**src/rtl/mem_byte_rmw.sv**
```systemverilog
// Byte-lane store front end for a word-only memory: full words pass through,
// and partial stores become a read-modify-write sequence with a saturating RMW counter.
//
// state  | meaning
// IDLE   | waiting for mem_read / mem_write, latches the request
// RD     | pmem read in flight for a CPU load
// WR     | pmem write of a full word
// RMW_RD | reading the old word to merge the enabled lanes into
// RMW_WR | writing the merged word back
// DONE   | one-cycle mem_resp
module mem_byte_rmw #(
  parameter int ADDR_W = 32,
  parameter int CNT_W  = 16
) (
  input  logic              clk,
  input  logic              rst_n,
  input  logic              mem_read,
  input  logic              mem_write,
  input  logic [ADDR_W-1:0] mem_address,
  input  logic [31:0]       mem_wdata,
  input  logic [3:0]        mem_byte_enable,
  output logic [31:0]       mem_rdata,
  output logic              mem_resp,
  output logic              pmem_read,
  output logic              pmem_write,
  output logic [ADDR_W-1:0] pmem_address,
  output logic [31:0]       pmem_wdata,
  input  logic [31:0]       pmem_rdata,
  input  logic              pmem_resp,
  output logic [CNT_W-1:0]  rmw_count
);

  typedef enum logic [2:0] {
    IDLE   = 3'd0,
    RD     = 3'd1,
    WR     = 3'd2,
    RMW_RD = 3'd3,
    RMW_WR = 3'd4,
    DONE   = 3'd5
  } state_e;

  state_e             state_q;
  logic [ADDR_W-1:0]  addr_q;
  logic [31:0]        wdata_q;
  logic [3:0]         be_q;
  logic [31:0]        rdata_q;
  logic [31:0]        pmem_wdata_q;
  logic               mem_resp_q;
  logic               pmem_read_q;
  logic               pmem_write_q;
  logic [CNT_W-1:0]   rmw_count_q;
  logic [31:0]        merged_d;

  // Enabled lanes come from the latched store data, the rest from the old word.
  always_comb begin
    merged_d = pmem_rdata;
    for (int k = 0; k < 4; k++) begin
      if (be_q[k]) merged_d[8*k +: 8] = wdata_q[8*k +: 8];
    end
  end

  always_ff @(posedge clk or negedge rst_n) begin
    if (!rst_n) begin
      state_q      <= IDLE;
      addr_q       <= '0;
      wdata_q      <= '0;
      be_q         <= '0;
      rdata_q      <= '0;
      pmem_wdata_q <= '0;
      mem_resp_q   <= 1'b0;
      pmem_read_q  <= 1'b0;
      pmem_write_q <= 1'b0;
      rmw_count_q  <= '0;
    end else begin
      mem_resp_q <= 1'b0;
      case (state_q)
        IDLE: begin
          if (mem_write || mem_read) begin
            addr_q  <= mem_address;
            wdata_q <= mem_wdata;
            be_q    <= mem_byte_enable;
          end
          // Write wins if both are raised; the read is simply dropped.
          if (mem_write) begin
            if (mem_byte_enable == 4'hF) begin
              state_q      <= WR;
              pmem_write_q <= 1'b1;
              pmem_wdata_q <= mem_wdata;
            end else if (mem_byte_enable == 4'h0) begin
              state_q    <= DONE;
              mem_resp_q <= 1'b1;
            end else begin
              state_q     <= RMW_RD;
              pmem_read_q <= 1'b1;
            end
          end else if (mem_read) begin
            state_q     <= RD;
            pmem_read_q <= 1'b1;
          end
        end
        RD: begin
          if (pmem_resp) begin
            rdata_q     <= pmem_rdata;
            pmem_read_q <= 1'b0;
            state_q     <= DONE;
            mem_resp_q  <= 1'b1;
          end
        end
        WR: begin
          if (pmem_resp) begin
            pmem_write_q <= 1'b0;
            state_q      <= DONE;
            mem_resp_q   <= 1'b1;
          end
        end
        RMW_RD: begin
          if (pmem_resp) begin
            pmem_wdata_q <= merged_d;
            pmem_read_q  <= 1'b0;
            pmem_write_q <= 1'b1;
            state_q      <= RMW_WR;
          end
        end
        RMW_WR: begin
          if (pmem_resp) begin
            pmem_write_q <= 1'b0;
            if (rmw_count_q != {CNT_W{1'b1}}) rmw_count_q <= rmw_count_q + CNT_W'(1);
            state_q    <= DONE;
            mem_resp_q <= 1'b1;
          end
        end
        DONE: begin
          state_q <= IDLE;
        end
        default: begin
          state_q      <= IDLE;
          pmem_read_q  <= 1'b0;
          pmem_write_q <= 1'b0;
        end
      endcase
    end
  end

  assign mem_rdata    = rdata_q;
  assign mem_resp     = mem_resp_q;
  assign pmem_read    = pmem_read_q;
  assign pmem_write   = pmem_write_q;
  assign pmem_wdata   = pmem_wdata_q;
  assign pmem_address = addr_q & ~{{(ADDR_W-2){1'b0}}, 2'b11};
  assign rmw_count    = rmw_count_q;

endmodule

```
**config.mk**
```make
export PLATFORM = sky130hd
export DESIGN_NAME = mem_byte_rmw
export DESIGN_NICKNAME = d
export VERILOG_FILES = /design/src/rtl/mem_byte_rmw.sv
export SDC_FILE = /design/constraint.sdc
export NUM_CORES = 1
export LEC_CHECK = 0
export CELL_PAD_IN_SITES_DETAIL_PLACEMENT = 2
export CELL_PAD_IN_SITES_GLOBAL_PLACEMENT = 2
export CORE_AREA = 2 2 162 164
export DETAILED_ROUTE_END_ITERATION = 8
export DIE_AREA = 0 0 164 166
export GPL_ROUTABILITY_DRIVEN = 0
export PLACE_DENSITY = 0.79
export SYNTH_ARGS = -nofsm -noshare
export SYNTH_HDL_FRONTEND = slang
export SYNTH_SLANG_ARGS = --single-unit
```
**constraint.sdc**
```tcl
create_clock -name clk -period 1.6 [get_ports clk]
set_input_delay 0.32 -clock clk [delete_from_list [all_inputs] [get_ports clk]]
set_output_delay 0.32 -clock clk [all_outputs]
set_load 0.02 [all_outputs]
```
==> results of run 1 <==
## final cells by class
cell class | count | area (sq um)
repair buffers | 307 | 3270
multi-input cells | 326 | 3320
flip-flops and latches | 152 | 3820
clock inverters | 13 | 194
inverters | 34 | 128
well taps | 335 | 419
clock buffers | 19 | 443
fillers | 2545 | 14000
## repair_timing
item,in CTS,in global routing
setup endpoints to repair,221,151
pin swaps,5,14
gates cloned,3,14
buffers inserted,11,8
hold buffers,1,0
endpoints found under the hold margin,37,0
gates resized for setup,233,48
## routing by layer
layer | track usage | routed length, um | vias up
met5 | 0 | 0 | -
li1 | - | - | 2472
met4 | 0.0488 | 369 | 0
met2 | 0.309 | 13600 | 128
met3 | 0.0392 | 1050 | 20
met1 | 0.222 | 10900 | 2834
## stage by stage
| stage | setup WS [ns] | TNS (ns) | hold slack [ns] |
|---|---|---|---|
| global placement | -0.466 | -42.96 | 0.295 |
| floorplan | -0.0748 | -0.937 | 0.0244 |
| global route | -0.233 | -18.65 | 0.423 |
| detailed placement | -0.554 | -48.54 | 0.293 |
| CTS | -0.156 | -7.18 | 0.403 |
| finish | -0.198 | -13.78 | 0.393 |
## placed cells by master (no fill, tap or decap), types with 6 or more instances in the layout
| cell type | count |
|---|---|
| dfrtp_1 | 139 |
| clkdlybuf4s50_1 | 101 |
| dlygate4sd2_1 | 101 |
| mux2_4 | 99 |
| mux2i_1 | 62 |
| buf_4 | 46 |
| inv_1 | 34 |
| a21oi_1 | 33 |
| clkbuf_16 | 29 |
| nor2_1 | 24 |
| buf_12 | 17 |
| nand2_1 | 16 |
| dfrtp_2 | 13 |
| nor2_2 | 12 |
| buf_6 | 9 |
| nand4_1 | 6 |
| xor2_1 | 6 |
| buf_16 | 6 |
## how the worst max path moves through the flow
stage | depth (start not counted) | start | end
floorplan | 5 | state_q[2] | rmw_count[15]
global placement | 5 | pmem_resp | rmw_count[15]
detailed placement | 6 | pmem_resp | rmw_count[11]
CTS | 5 | state_q[0] | rmw_count[13]
global route | 6 | state_q[1] | wdata_q[9]
finish | 6 | state_q[1] | wdata_q[9]
## cells in the mapped netlist, types with 4 or more instances
library cell	count	area share
nor2_1	39	0.022
mux2i_1	64	0.094
inv_1	34	0.019
a21oi_1	38	0.028
buf_6	4	0.0066
buf_4	9	0.0099
buf_2	5	0.0037
dfrtp_1	152	0.56
xnor2_1	4	0.0052
nand4_1	6	0.0055
nand2_1	16	0.0088
mux2_2	100	0.17
o21ai_0	4	0.0029
xor2_1	8	0.010
clkbuf_1	10	0.0055
nor3_1	4	0.0029
nand3_1	6	0.0044
## sequential cells by signal, summed over array words and instances (netlist names)
signal / count
pmem_read: 1
pmem_wdata: 32
wdata_q: 32
be_q: 4
addr_q: 30
pmem_write: 1
mem_resp: 1
mem_rdata: 32
state_q: 3
rmw_count: 16
## cell families after synthesis
family,count (synthesis),synth area share
fa+ha+maj,1,0.00184
buf+inv,64,0.0456
simple gates,93,0.0716
mux,165,0.261
flops,152,0.559
xor+xnor,12,0.0155
compound gates,53,0.0442
other cells,1,0.000551
## critical path, stage by stage (launching register included)
cell and delay (ns):
dfrtp_1 0.42, or2_4 0.30, nor3_4 0.23, buf_6 0.15, clkbuf_16 0.15, clkbuf_16 0.14
mux2_4 0.29
## power breakdown
part           leakage [nW]  switching, mW  internal (mW)
Clock                 0.308           1.77           2.68
Combinational          3.19           5.20           6.13
Sequential             1.78           1.30           5.67
Total                  5.28           8.27           14.5
==> impl_results.md, run 1 <==
- Final Power: 22.7 mW
- Clock skew: ~0.014 ns
- Worst skew pair latency: around 0.43 ns
- Register bit count reported by yosys: approximately 150
- HP Class: input pin to asynchronous set/reset pin
- Fmax: 556 MHz
- Final std cells w/o fill: 1,186
- Final instance area: roughly 0.012 sq mm
- Ant diodes: 0
- Clock-pin slew on the worst setup and hold paths: approximately 0.07 ns
- CTS tree: yes
- First-pass GRT wire length: 37,300 um
- Worst slew margin: 0.563
- Critical Path RT: around 1.9 ns
- Most common flop cell mapped by yosys: dfrtp_1
- Final Critical Period: 1.80 ns
- Placed instance area: approximately 0.010 sq mm
- All-layer global routing usage: 0.178
- Critical Path Start Type: flop
- DP HPWL: about 16,000 um
- H-Tree Depth: 4
- Sequential cell area fraction in the yosys report: 0.559
- Routed WL: ~26,000 um
- Layout cells sized above 1: 0.348
- Failing checks: negative setup slack
- DRC: 0
- CP Class: flop to flop
- Pleak: 5.28 nW
- Crit Path Max Fanout: 5
- Io pins: 220
- Clk sinks: roughly 150
- Post-layout util: 0.452
- Port bufs: between 200 and 250
- VDD IR max: roughly 0.71 mV
- Final hold vios: 0
- Core area: ~0.026 sq mm
- DIE HEIGHT: ~170 um
- Power Dens Cells: roughly 2000 mW/mm^2
- CTS Buf Count: 17
- Vias: around 5,500
- P&R area growth vs syn: 70.4%
- Die area: 0.0272 sq mm
- Pre-antenna DRT Iters: 4
- CTS Buffer Depth: 2
- Slew Viols, Final: 0
- Nets: around 940
- Grt total ovfl: 0
- FF-to-FF setup slack: -0.20 ns
- R2r endpoint: wdata_q[9]
- Row Count: a little under 60
- Initial antenna violation count: 0
- Synthesized instance count: 541
- WP data arrival: around 2.1 ns
- Worst slew pin tran: about 0.65 ns
- Die X: 164 um
- Max Cap Viol: 0
- Crit end category: flop
- Yosys warns: 0
- DRT antenna net count: 0
- Mean post-synth cell area: 12.6 sq um
- RR Startpoint: state_q[1]
- Count of flip-flops with a built-in enable after synthesis: 0
- Final Cycle Share: 1.12
- RSZ-0062 raised after global routing: true
- Run status: finished with violations
- Setup violators final: between 100 and 150
- Final Worst Setup Slack: -0.198 ns
- Area of the mapped netlist: between 0.006 and 0.007 sq mm
- Initial core utilization: 0.265
- Initial DRC count: 155
- Reg2Reg Depth: 6
- Average wire per standard cell: 21.8 um
- Vias in the first global route: between 6,000 and 7,000
- Post-synthesis async set-or-reset flop share: 1.00
- Via-to-Cell Ratio: 4.60
- Root buffer cell: clkbuf_16
- Largest net degree at the start of global routing: 44
- Post-synth cell types: 44
- Placed Cells: between 1,000 and 1,500
(Power assumes the default switching activity.)
==> run 2, diff against run 1 <==
--- a/config.mk
+++ b/config.mk
@@ -11,6 +11,7 @@
 export DETAILED_ROUTE_END_ITERATION = 8
 export DIE_AREA = 0 0 164 166
 export GPL_ROUTABILITY_DRIVEN = 0
+export HOLD_SLACK_MARGIN = 0.08
 export PLACE_DENSITY = 0.79
 export SYNTH_ARGS = -nofsm -noshare
 export SYNTH_HDL_FRONTEND = slang
==> results of run 2 <==
Final layout, timing and power as in run 1 (identical DEF).
==> run 3, diff against run 2 <==
--- a/config.mk
+++ b/config.mk
@@ -12,7 +12,7 @@
 export DIE_AREA = 0 0 164 166
 export GPL_ROUTABILITY_DRIVEN = 0
 export HOLD_SLACK_MARGIN = 0.08
-export PLACE_DENSITY = 0.79
+export PLACE_DENSITY = 0.86
 export SYNTH_ARGS = -nofsm -noshare
 export SYNTH_HDL_FRONTEND = slang
 export SYNTH_SLANG_ARGS = --single-unit
==> run 3 against run 2 <==
Net effect: the flow still finishes with violations (negative setup slack); power up 0.24%; maximum frequency shrank 1.4%; sequential share of layout area fell by 0.38 points; final area increased by 1.2%; via count is 2.0% higher; clock skew fell by 0.0048 ns; critical path depth is the same; clock power decreased by 6.1%; critical endpoint is now wdata_q[0].
==> impl_results.md, run 3 (synthesis gave the netlist of run 1 again) <==
- Max layer used: met4
- H-Tree Depth: 4
- Placed Cells: ~1,100
- DRT antenna net count: 0
- Initial DRC count: roughly 160
- Largest net degree at the start of global routing: 41
- Nets: around 950
- DP HPWL: ~17,000 um
- Root buffer cell: clkbuf_16
- CP max-delay cell: dfrtp_2
- Die X: 164 um
- Critical path's largest stage delay: 0.45 ns
- RSZ-0062 raised after global routing: true
- WP data arrival: 2.12 ns
- Clock-pin slew on the worst setup and hold paths: 0.07 ns
- Core area: 0.0256 sq mm
- Slew Viols, Final: 0
- Critical Path Start Type: flop
- Via-to-Cell Ratio: about 4.7
- WL met1: between 10,000 and 15,000 um
- CP bufs+invs: 3
- Commonest cells after routing, fill and taps aside: 138 x dfrtp_1, 101 x clkdlybuf4s50_1, 99 x mux2_4, 99 x dlygate4sd2_1, 59 x mux2i_1
- Port bufs: 215
- Sw power: approximately 8.5 mW
- Switching Fraction: 0.373
- Clk sinks: about 150
- Failing checks: negative setup slack
- Layout cells sized above 1: 0.362
- Detail Route met3 WL: approximately 1200 um
- Final Critical Period: 1.82 ns
- Worst-path cell chain: or2_4 -> nor3_4 -> buf_12 -> buf_12 -> buf_12 -> mux2_4
- Die area: 0.0272 sq mm
- Worst slew pin tran: between 0.6 and 0.7 ns
- Average wire per standard cell: about 23 um
- Final hold vios: 0
- Top delay family on crit path: simple AND/OR/NAND/NOR gates
- Vias in the first global route: roughly 6,500
- Clock share of power: 0.183
- Critical path origin: state_q[2]
- Initial core utilization: 0.265
- Comb pwr share: 0.511
- Critical Path RT: approximately 1.9 ns
- Ant diodes: 0
- Routed wl met2: around 15,000 um
- Setup violators final: 125
- Pre-antenna DRT Iters: 4
- Most frequent CP cell: buf_12
- Routed WL: approximately 27,000 um
- Run status: finished with violations
- CTS tree: yes
- Final Power: ~23 mW
- CP Class: flop to flop
- Seq pwr share: 0.305
- Final std cells w/o fill: about 1,200
- Worst slew margin: 0.573
- RR Startpoint: state_q[2]
- HP Class: input pin to asynchronous set/reset pin
- CTS Buf Count: 17
- P&R area growth vs syn: 72.4%
- Io pins: 220
- Vias: about 5,600
- Power Dens Cells: slightly below 2000 mW/mm^2
- Row Count: 59
- Clock skew: roughly 0.0096 ns
- Final Cycle Share: 1.14
- CTS Buffer Depth: 2
- Max Cap Viol: 0
- Layout fillers: between 2,000 and 3,000
- First-pass GRT wire length: 39,500 um
- Crit Path Max Fanout: 6
- Internal power: between 10 and 15 mW
- Worst skew pair latency: 0.42 ns
- Fmax: approximately 550 MHz
- VDD IR max: about 0.8 mV
- Pleak: approximately 5.3 nW
- All-layer global routing usage: 0.192
- Grt total ovfl: 0
- Final Worst Setup Slack: -0.223 ns
- DIE HEIGHT: between 150 and 200 um
- Commonest non-fill, non-tap cell in the layout: dfrtp_1
- Crit end category: flop
- Initial antenna violation count: 0
- DRC: 0
[run 3: final timing paths]
check                                 to  slack [ns]  depth (start not counted)
min in group clk              addr_q[14]        0.51                          1
hold / removal             rmw_count[14]        0.37                          2
hold reg to reg               addr_q[14]        0.51                          1
max in group asynchronous  mem_rdata[21]        0.67                          3
setup reg to reg              wdata_q[0]       -0.22                          6
setup / recovery              wdata_q[0]       -0.22                          6
[run 3: cell type report]
class | count | area [sq um] | share of cell area
Tap cell | 335 | 419 | 0.0357
Clock buffer | 20 | 457 | 0.0389
Clock inverter | 12 | 140 | 0.0120
Multi-Input combinational cell | 326 | 3410 | 0.291
Sequential cell | 152 | 3820 | 0.326
Timing Repair Buffer | 315 | 3350 | 0.286
Inverter | 34 | 128 | 0.0109
[run 3: what timing repair did]
item	4_1_cts	5_1_grt
endpoints found under the hold margin	24	0
resized for setup	242	71
pin swaps	8	19
setup endpoints to repair	227	152
gates cloned	8	9
hold buffers	1	0
buffers inserted	13	8
[run 3: worst register-to-register path, stage by stage (launching register included)]
cell and delay (ns):
dfrtp_2 0.45, or2_4 0.28, nor3_4 0.24, buf_12 0.19
buf_12 0.13, buf_12 0.12, mux2_4 0.30
[run 3: per-stage QoR]
stage,utilization,instance area (sq um),hold WS [ns],setup WS (ns),TNS (ns)
floorplan,-,6960,0.0244,-0.0748,-0.937
global placement,0.391,10000,0.248,-0.465,-42.32
detailed placement,0.391,10000,0.253,-0.550,-50.77
CTS,0.442,11300,0.363,-0.189,-11.29
global route,0.458,11700,0.392,-0.285,-21.86
finish,0.458,11700,0.370,-0.223,-14.73
[run 3: power groups by stage]
stage / sequential (mW) / clock, mW / combinational, mW
after floorplan: 8.14 / 0 / 4.10
after global placement: 6.80 / 0 / 9.85
after detailed placement: 7.00 / 0 / 10.3
after CTS: 6.95 / 4.28 / 11.1
after global routing: 7.20 / 4.47 / 12.3
final: 6.96 / 4.18 / 11.7
[run 3: per-layer routing]
| metal | track usage | vias up |
|---|---|---|
| li1 | - | 2487 |
| met1 | 0.224 | 2928 |
| met2 | 0.350 | 128 |
| met3 | 0.0395 | 22 |
| met4 | 0.0545 | 0 |
| met5 | 0 | - |
